### src/rtl/stumps_pkg.sv
// Shared definitions for the STUMPS BIST controller: FSM encoding and default
// MISR polynomial / golden signature.
package stumps_pkg;

    typedef enum logic [1:0] {
        ST_IDLE    = 2'b00,
        ST_SHIFT   = 2'b01,
        ST_CAPTURE = 2'b10,
        ST_DONE    = 2'b11
    } state_e;

    // x^8 + x^4 + x^3 + x^2 + 1, leading term implied
    localparam logic [7:0] DEF_POLY   = 8'h1D;
    localparam logic [7:0] DEF_GOLDEN = 8'h00;

endpackage

### src/rtl/stumps_misr.sv
// Multiple-input signature register: Galois-style shift with polynomial
// feedback, XORing one scan-chain output into each stage.
module stumps_misr
    import stumps_pkg::*;
#(
    parameter int unsigned      WIDTH = 8,
    parameter logic [WIDTH-1:0] POLY  = WIDTH'(DEF_POLY)
) (
    input  logic             clk,
    input  logic             rst,
    input  logic             clr,
    input  logic             en,
    input  logic [WIDTH-1:0] d,
    output logic [WIDTH-1:0] q
);

    logic [WIDTH-1:0] q_q;
    logic [WIDTH-1:0] q_d;

    // Clear wins over compaction so a new session always starts from zero
    always_comb begin
        q_d = q_q;
        if (clr) begin
            q_d = '0;
        end else if (en) begin
            q_d = (q_q << 1) ^ (q_q[WIDTH-1] ? POLY : '0) ^ d;
        end
    end

    always_ff @(posedge clk or negedge rst) begin
        if (!rst) begin
            q_q <= '0;
        end else begin
            q_q <= q_d;
        end
    end

    assign q = q_q;

endmodule

### src/rtl/stumps_misr_ctrl.sv
// STUMPS self-test controller: sequences scan shift/capture over NUM_PAT
// patterns, compacts chain outputs into a MISR and compares to GOLDEN.
module stumps_misr_ctrl
    import stumps_pkg::*;
#(
    parameter int unsigned      WIDTH     = 8,
    parameter int unsigned      CHAIN_LEN = 16,
    parameter int unsigned      NUM_PAT   = 32,
    parameter logic [WIDTH-1:0] POLY      = WIDTH'(DEF_POLY),
    parameter logic [WIDTH-1:0] GOLDEN    = WIDTH'(DEF_GOLDEN)
) (
    input  logic             clk,
    input  logic             rst,
    input  logic             start,
    input  logic [WIDTH-1:0] SO,
    output logic             TC,
    output logic             busy,
    output logic             done,
    output logic             pass,
    output logic [WIDTH-1:0] signature
);

    localparam int unsigned SH_W  = (CHAIN_LEN > 1) ? $clog2(CHAIN_LEN) : 1;
    localparam int unsigned PAT_W = $clog2(NUM_PAT + 1);

    localparam logic [SH_W-1:0]  SH_LAST  = SH_W'(CHAIN_LEN - 1);
    localparam logic [PAT_W-1:0] PAT_LAST = PAT_W'(NUM_PAT);

    state_e           state_q;
    logic [SH_W-1:0]  shift_q;
    logic [PAT_W-1:0] pat_q;
    logic             tc_q;
    logic             busy_q;
    logic             done_q;
    logic             pass_q;

    logic             launch;
    logic             misr_clr;
    logic             misr_en;
    logic [WIDTH-1:0] sig_step;

    // Phase 0 only loads the chains, so compaction starts with phase 1
    always_comb begin
        launch   = start && ((state_q == ST_IDLE) || (state_q == ST_DONE));
        misr_clr = launch;
        misr_en  = (state_q == ST_SHIFT) && (pat_q != '0);
        sig_step = (signature << 1) ^ (signature[WIDTH-1] ? POLY : '0) ^ SO;
    end

    // Outputs are registered alongside the state they decode
    always_ff @(posedge clk or negedge rst) begin
        if (!rst) begin
            state_q <= ST_IDLE;
            shift_q <= '0;
            pat_q   <= '0;
            tc_q    <= 1'b0;
            busy_q  <= 1'b0;
            done_q  <= 1'b0;
            pass_q  <= 1'b0;
        end else begin
            case (state_q)
                ST_IDLE, ST_DONE: begin
                    if (launch) begin
                        state_q <= ST_SHIFT;
                        shift_q <= '0;
                        pat_q   <= '0;
                        tc_q    <= 1'b1;
                        busy_q  <= 1'b1;
                        done_q  <= 1'b0;
                        pass_q  <= 1'b0;
                    end
                end
                ST_SHIFT: begin
                    if (shift_q == SH_LAST) begin
                        shift_q <= '0;
                        tc_q    <= 1'b0;
                        if (pat_q == PAT_LAST) begin
                            // Final unload: compare the value the MISR takes on this edge
                            state_q <= ST_DONE;
                            busy_q  <= 1'b0;
                            done_q  <= 1'b1;
                            pass_q  <= (sig_step == GOLDEN);
                        end else begin
                            state_q <= ST_CAPTURE;
                        end
                    end else begin
                        shift_q <= shift_q + SH_W'(1);
                    end
                end
                ST_CAPTURE: begin
                    state_q <= ST_SHIFT;
                    pat_q   <= pat_q + PAT_W'(1);
                    shift_q <= '0;
                    tc_q    <= 1'b1;
                end
                default: begin
                    state_q <= ST_IDLE;
                    tc_q    <= 1'b0;
                    busy_q  <= 1'b0;
                    done_q  <= 1'b0;
                    pass_q  <= 1'b0;
                end
            endcase
        end
    end

    stumps_misr #(
        .WIDTH (WIDTH),
        .POLY  (POLY)
    ) u_misr (
        .clk (clk),
        .rst (rst),
        .clr (misr_clr),
        .en  (misr_en),
        .d   (SO),
        .q   (signature)
    );

    assign TC   = tc_q;
    assign busy = busy_q;
    assign done = done_q;
    assign pass = pass_q;

endmodule

### config.mk
export PLATFORM = sky130hd
export DESIGN_NAME = stumps_misr_ctrl
export DESIGN_NICKNAME = d
export VERILOG_FILES = /design/src/rtl/stumps_pkg.sv /design/src/rtl/stumps_misr.sv /design/src/rtl/stumps_misr_ctrl.sv
export SDC_FILE = /design/constraint.sdc
export NUM_CORES = 1
export LEC_CHECK = 0
export CAP_MARGIN = 5
export CORE_MARGIN = 4
export CORE_UTILIZATION = 46
export DETAILED_ROUTE_END_ITERATION = 10
export GPL_ROUTABILITY_DRIVEN = 0
export GPL_TIMING_DRIVEN = 0
export PLACE_DENSITY = 0.86
export SLEW_MARGIN = 20
export SYNTH_ARGS = -nofsm -noshare
export SYNTH_HDL_FRONTEND = slang
export SYNTH_SLANG_ARGS = --single-unit
### constraint.sdc
create_clock -name clk -period 1.8 [get_ports clk]
set_clock_uncertainty 0.15 [all_clocks]
set_input_delay 0.27 -clock clk [delete_from_list [all_inputs] [get_ports clk]]
set_output_delay 0.27 -clock clk [all_outputs]
set_load 0.005 [all_outputs]
# Yosys cells after proc, flatten, opt, wreduce, memory -nomap -nowiden
# Index checks and enable logic that the tools add are counted.
[word_totals] register_bits=24 input_bits=11
[classes] add_sub_neg=2 n_eq_ne=8 mux=25 n_bitwise=2 n_reduce_logical=13
[op_table] op="$mux 8" count=2
[op_table] op="$xor 8x8->8" count=2
[op_table] op="$pmux 4 s3" count=1
[op_table] op="$pmux 6 s2" count=1
[op_table] op="$mux 1" count=10
[op_table] op="$logic_not 8->1" count=1
[op_table] op="$mux 4" count=2
[op_table] op="$add 6x1->6 const B" count=1
[op_table] op="$eq 6x6->1 const B" count=1
[op_table] op="$mux 6" count=1
[op_table] op="$pmux 1 s2" count=3
[op_table] op="$pmux 2 s3" count=1
[op_table] op="$reduce_bool 2->1" count=3
[op_table] op="$reduce_bool 6->1" count=1
[op_table] op="$mux 5" count=1
[op_table] op="$add 4x1->4 const B" count=1
[op_table] op="$eq 2x2->1 const B" count=2
[op_table] op="$eq 4x4->1 const B" count=1
[op_table] op="$mux 2" count=2
[op_table] op="$ne 2x1->1 const B" count=2
[op_table] op="$reduce_and 2->1" count=2
[op_table] op="$reduce_and 4->1" count=1
[op_table] op="$pmux 1 s3" count=1
[op_table] op="$eq 2x1->1 const B" count=1
[op_table] op="5 further kinds" count=6

# Logic depth before layout (Yosys ltp)
[depth] word_depth=7 depth_mapped=7

# Hierarchy
# From an unflattened synthesis, not the netlist that was laid out.
[hier_totals] hier_cells=139 area_unflattened_um2=1396.3
[by_module_without_submodules] module="stumps_misr_ctrl" n_inst=1 cells_each=101 area_each_um2=975.9 seq_area_each_um2=400.4
[by_module_without_submodules] module="stumps_misr" n_inst=1 cells_each=38 area_each_um2=420.4 seq_area_each_um2=200.2

# Least setup slack after synthesis
# OpenSTA, ideal clock, no wires.
[synth_path] path_kind="register to register" start="register state_q[0]" end="register pass_q, in the netlist pass" setup_time_ps=104 t_arrival_ps=1549 t_required_ps=1546 slack_ps=-3 stages_incl_launch_ff=7 n_path_buf=1 synth_period_minus_slack_ps=1803 path_cell_list="dfrtp_1 -> inv_1 -> ha_1 -> nand2b_1 -> clkbuf_1 -> o2111ai_1 -> o41ai_2"
[synth_between] elab_chain_len=5 word_cells_on_any_way=12
[synth_lines] element="start: declaration" line_no="stumps_misr_ctrl.sv:29" source="state_e state_q;"
[synth_lines] element="start signal: assignment" line_no="stumps_misr_ctrl.sv:53" source="state_q <= ST_IDLE;"
[synth_lines] element="start signal: assignment" line_no="stumps_misr_ctrl.sv:64" source="state_q <= ST_SHIFT;"
[synth_lines] element="start signal: assignment" line_no="stumps_misr_ctrl.sv:79" source="state_q <= ST_DONE;"
[synth_lines] element="$eq 2x2->1 / $logic_not 2->1 (equally long branches)" line_no="stumps_misr_ctrl.sv:44, stumps_misr_ctrl.sv:61"
[synth_lines] element="$logic_or 1x1->1" line_no="stumps_misr_ctrl.sv:44" source="launch = start && ((state_q == ST_IDLE) || (state_q == ST_DONE));"
[synth_lines] element="$logic_and 1x1->1" line_no="stumps_misr_ctrl.sv:44"
[synth_lines] element="$ne 2x2->1 (no source line)"
[synth_lines] element="$reduce_and 4->1 (no source line)"
[synth_lines] element="end signal: assignment" line_no="stumps_misr_ctrl.sv:82" source="pass_q <= (sig_step == GOLDEN);"
[synth_lines] element="end: declaration" line_no="stumps_misr_ctrl.sv:35" source="logic pass_q;"
# Parallel ways exist; a longest one is shown, timed or not.
# A chain may end at the register's enable or synchronous reset.

# Worst setup path in the final report
[layout_path] start="register pat_q[1]" end="register u_misr.q_q[7], in the netlist u_misr.q[7]"
[layout_between] elab_chain_len=3
[layout_lines] element="start: declaration" line_no="stumps_misr_ctrl.sv:31" source="logic [PAT_W-1:0] pat_q;"
[layout_lines] element="start signal: assignment" line_no="stumps_misr_ctrl.sv:92" source="pat_q <= pat_q + PAT_W'(1);"
[layout_lines] element="$reduce_bool 6->1" line_no="stumps_misr_ctrl.sv:46" source="misr_en = (state_q == ST_SHIFT) && (pat_q != '0);"
[layout_lines] element="$logic_and 1x1->1" line_no="stumps_misr_ctrl.sv:46"
[layout_lines] element="$reduce_bool 2->1 (no source line)"
[layout_lines] element="end signal: assignment" line_no="stumps_misr.sv:34" source="q_q <= q_d;"
[layout_lines] element="end: declaration" line_no="stumps_misr.sv:17" source="logic [WIDTH-1:0] q_q;"
# Every way passes these cells.

==> reports/qor.yml <==
outcome: "finished, violations left"
failed_checks: "setup timing"
overflow: 0
die_y_um: 61.52
synth_simple_gate_area_share_pct: 17.28
cp.arrival_ps: 1970
hp-class: "input port to asynchronous set/reset pin"
synthAdderAreaFrac_pct: 4.748
cts_tree: "built"
drc_errors: 0
yosysTopAreaCell: "dfrtp_1"
die_w_um: 61.52
crit_path_start_kind: "register"
ys_ff_latch: 24
synth_mux_area_share_pct: 5.318
ant_nets: 0
finalInstanceArea_um2: 1852
critical_path_depth: 8
fin_crit_ps: 1916
antenna_found_initial: 0
htree_levels: 1
setup_slack_ps: -115.7
drt_iter0_drc: 96
crit_chain: "inv_1 -> ha_2 -> nor4b_4 -> buf_4 -> a21oi_4 -> buf_6 -> nor2_1 -> a211oi_1"
fmax_mhz: 522.0
crit_family: "compound AO/OA/AOI/OAI gates"
drtPass1Iterations: 5
powerDensity_nw_per_um2: 958.2
ios: 23
dp_hpwl_um: 2112
multi_input_area_um2: 782.0
hold_viol: 0
cp_max_fo: 5
syn_avg_cell_area_um2: 9.759
synth_area_um2: 1318
reg2reg_depth: 8
worst_ir_drop_vdd_v: 0.001021
dpl_cell_area_um2: 1578
numCtsBuffers: 3
diodes: 0
layout_common_cells: "dfrtp_1 (24), clkdlybuf4s50_1 (21), nor2_1 (16)"
die_area_um2: 3784
initial_core_util_pct: 47.78
rows: 19
slew_violations: 0
cp.required_ps: 1860
fillers: 187
placed_cells: 188
vias: 1166
fp.coreArea_um2: 2758
synth_top_area_share_pct: 45.58
slew_headroom_pct: 62.41
mostFrequentLayoutCell: "dfrtp_1"
drive_gt1_share_pct: 23.56
grt_max_degree: 25
final-setup-viol-count: 5
syn_inst: 135
fin_nets: 191
grt_pass1_wl_um: 4843
totalWireLength_um: 3630
worst_pin_slew_ps: 563.9
clk_pin_slew_ps: 150
clockBufferDepth: 2
synthXorXnorAreaFrac_pct: 9.212
rsz0062_at_grt: "yes"
synth_warnings: 0
viasPerCell: 5.688
clockRootBuffer: "clkbuf_4"
cts_sinks: 24
synth_area_leaders: "dfrtp_1 (46%), xnor2_1 (6.0%), mux2i_1 (5.3%), ha_1 (4.7%), nor2_1 (4.6%)"
p_leak_nw: 0.8102
grt_use_total_pct: 16.92
syn_nets: 151
synth_top_family_by_area: "simple AND/OR/NAND/NOR gates"
slowest_delay_ps: 420
ys_types: 38
end_kind: "register"
synth_compound_area_share_pct: 13.77
grt_pass1_vias: 1095
timing.final.crit_share_pct: 106.4
insertion_delay_ps: 330
syn_to_final_growth_pct: 40.55
crit_buf_inv: 3
drv_cap: 0
criticalPathCategory: "register to register"
final_cells: 205
seq_area_um2: 600.6
avgRoutedWirePerCell_um: 17.71
portBuffers: 22
ys_seq_area_share_pct: 45.58
critPathSlowestCell: "dfrtp_1"
## synthesized netlist by cell type, drive strengths merged
| cell type | n |
|---|---|
| nor2b | 2 |
| xnor2 | 10 |
| a21boi | 1 |
| o21a | 1 |
| o221ai | 1 |
| o41ai | 1 |
| o21ai | 7 |
| ha | 5 |
| nand2 | 12 |
| dfrtp | 24 |
| nand3b | 1 |
| and2 | 1 |
| buf | 3 |
| nor3 | 2 |
| nor4b | 1 |
| nand4 | 2 |
| a21oi | 7 |
| nand3 | 4 |
| xor2 | 3 |
| a31oi | 1 |
| a32o | 1 |
| or3 | 1 |
| nor4 | 1 |
| or4 | 1 |
| inv | 7 |
| a22o | 1 |
| and3 | 1 |
| a21o | 2 |
| a211oi | 3 |
| mux2i | 7 |
| clkbuf | 2 |
| nand2b | 2 |
| nor2 | 16 |
| o2111ai | 1 |
## cell families after synthesis
family | after synthesis
multiplexers | 7
AO/OA/AOI/OAI | 27
flip-flops | 24
adder cells (fa/ha/maj) | 5
XOR/XNOR | 13
AND/OR/NAND/NOR | 47
buffers and inverters | 12
## final timing paths
check | end | slack [ps] | from
setup / recovery | u_misr.q[7]$_DFFE_PN0P_ | -120 | pat_q[1]$_DFFE_PN0P_
hold / removal | u_misr.q[0]$_DFFE_PN0P_ | 310 | rst
setup reg to reg | u_misr.q[7]$_DFFE_PN0P_ | -120 | pat_q[1]$_DFFE_PN0P_
hold reg to reg | shift_q[1]$_DFFE_PN0P_ | 380 | shift_q[1]$_DFFE_PN0P_
max in group asynchronous | pat_q[0]$_DFFE_PN0P_ | 810 | rst
min in group clk | shift_q[1]$_DFFE_PN0P_ | 380 | shift_q[1]$_DFFE_PN0P_
## power by group
part | switching [mW] | total, mW | internal (mW)
Combinational | 0.311 | 0.742 | 0.431
Sequential | 0.0965 | 0.733 | 0.637
Clock | 0.175 | 0.299 | 0.124
Total | 0.583 | 1.77 | 1.19
## final cells by class
| cell class | count | share of cell area, % |
|---|---|---|
| multi-input cells | 99 | 42.23 |
| flip-flops and latches | 24 | 32.43 |
| repair buffers | 37 | 17.84 |
| well taps | 31 | 2.095 |
| clock buffers | 4 | 1.959 |
| plain buffers | 3 | 1.824 |
| inverters | 7 | 1.622 |
## metal layers
| layer | routed length [um] | up-vias | share of wire, % | track usage [%] |
|---|---|---|---|---|
| li1 | - | 545 | - | - |
| met1 | 1546 | 582 | 43 | 20.88 |
| met2 | 1913 | 33 | 53 | 30.34 |
| met3 | 104 | 6 | 2.9 | 1.468 |
| met4 | 66 | 0 | 1.8 | 6.364 |
| met5 | 0 | - | 0 | 0 |
## per-stage QoR
step	power, mW	hold WS, ps	worst slack [ps]	setup TNS (ps)	utilization (%)
after floorplan	1.105	-175.6	64.27	0	-
final	1.774	314.2	-115.7	-317.7	67.15
after detailed placement	1.404	340.5	-276.1	-2123	57.21
after global routing	1.879	354.5	-178.6	-1089	67.15
after CTS	1.721	370.8	-31.79	-102.6	61.21
after global placement	1.379	318.0	-238.1	-1428	57.21
## state kept, by name, summed over array words and instances (netlist names)
register  count
busy          1
u_misr.q      8
pass          1
shift_q       4
pat_q         6
done          1
TC            1
state_q       2
## repair_timing
item	in CTS	in global routing
endpoints found under the setup margin	15	18
hold endpoints to repair	0	24
buffers inserted	4	9
hold buffers	0	1
resized for setup	13	18
gates cloned	0	1
pin swaps	0	4
(Power assumes the default switching activity.)
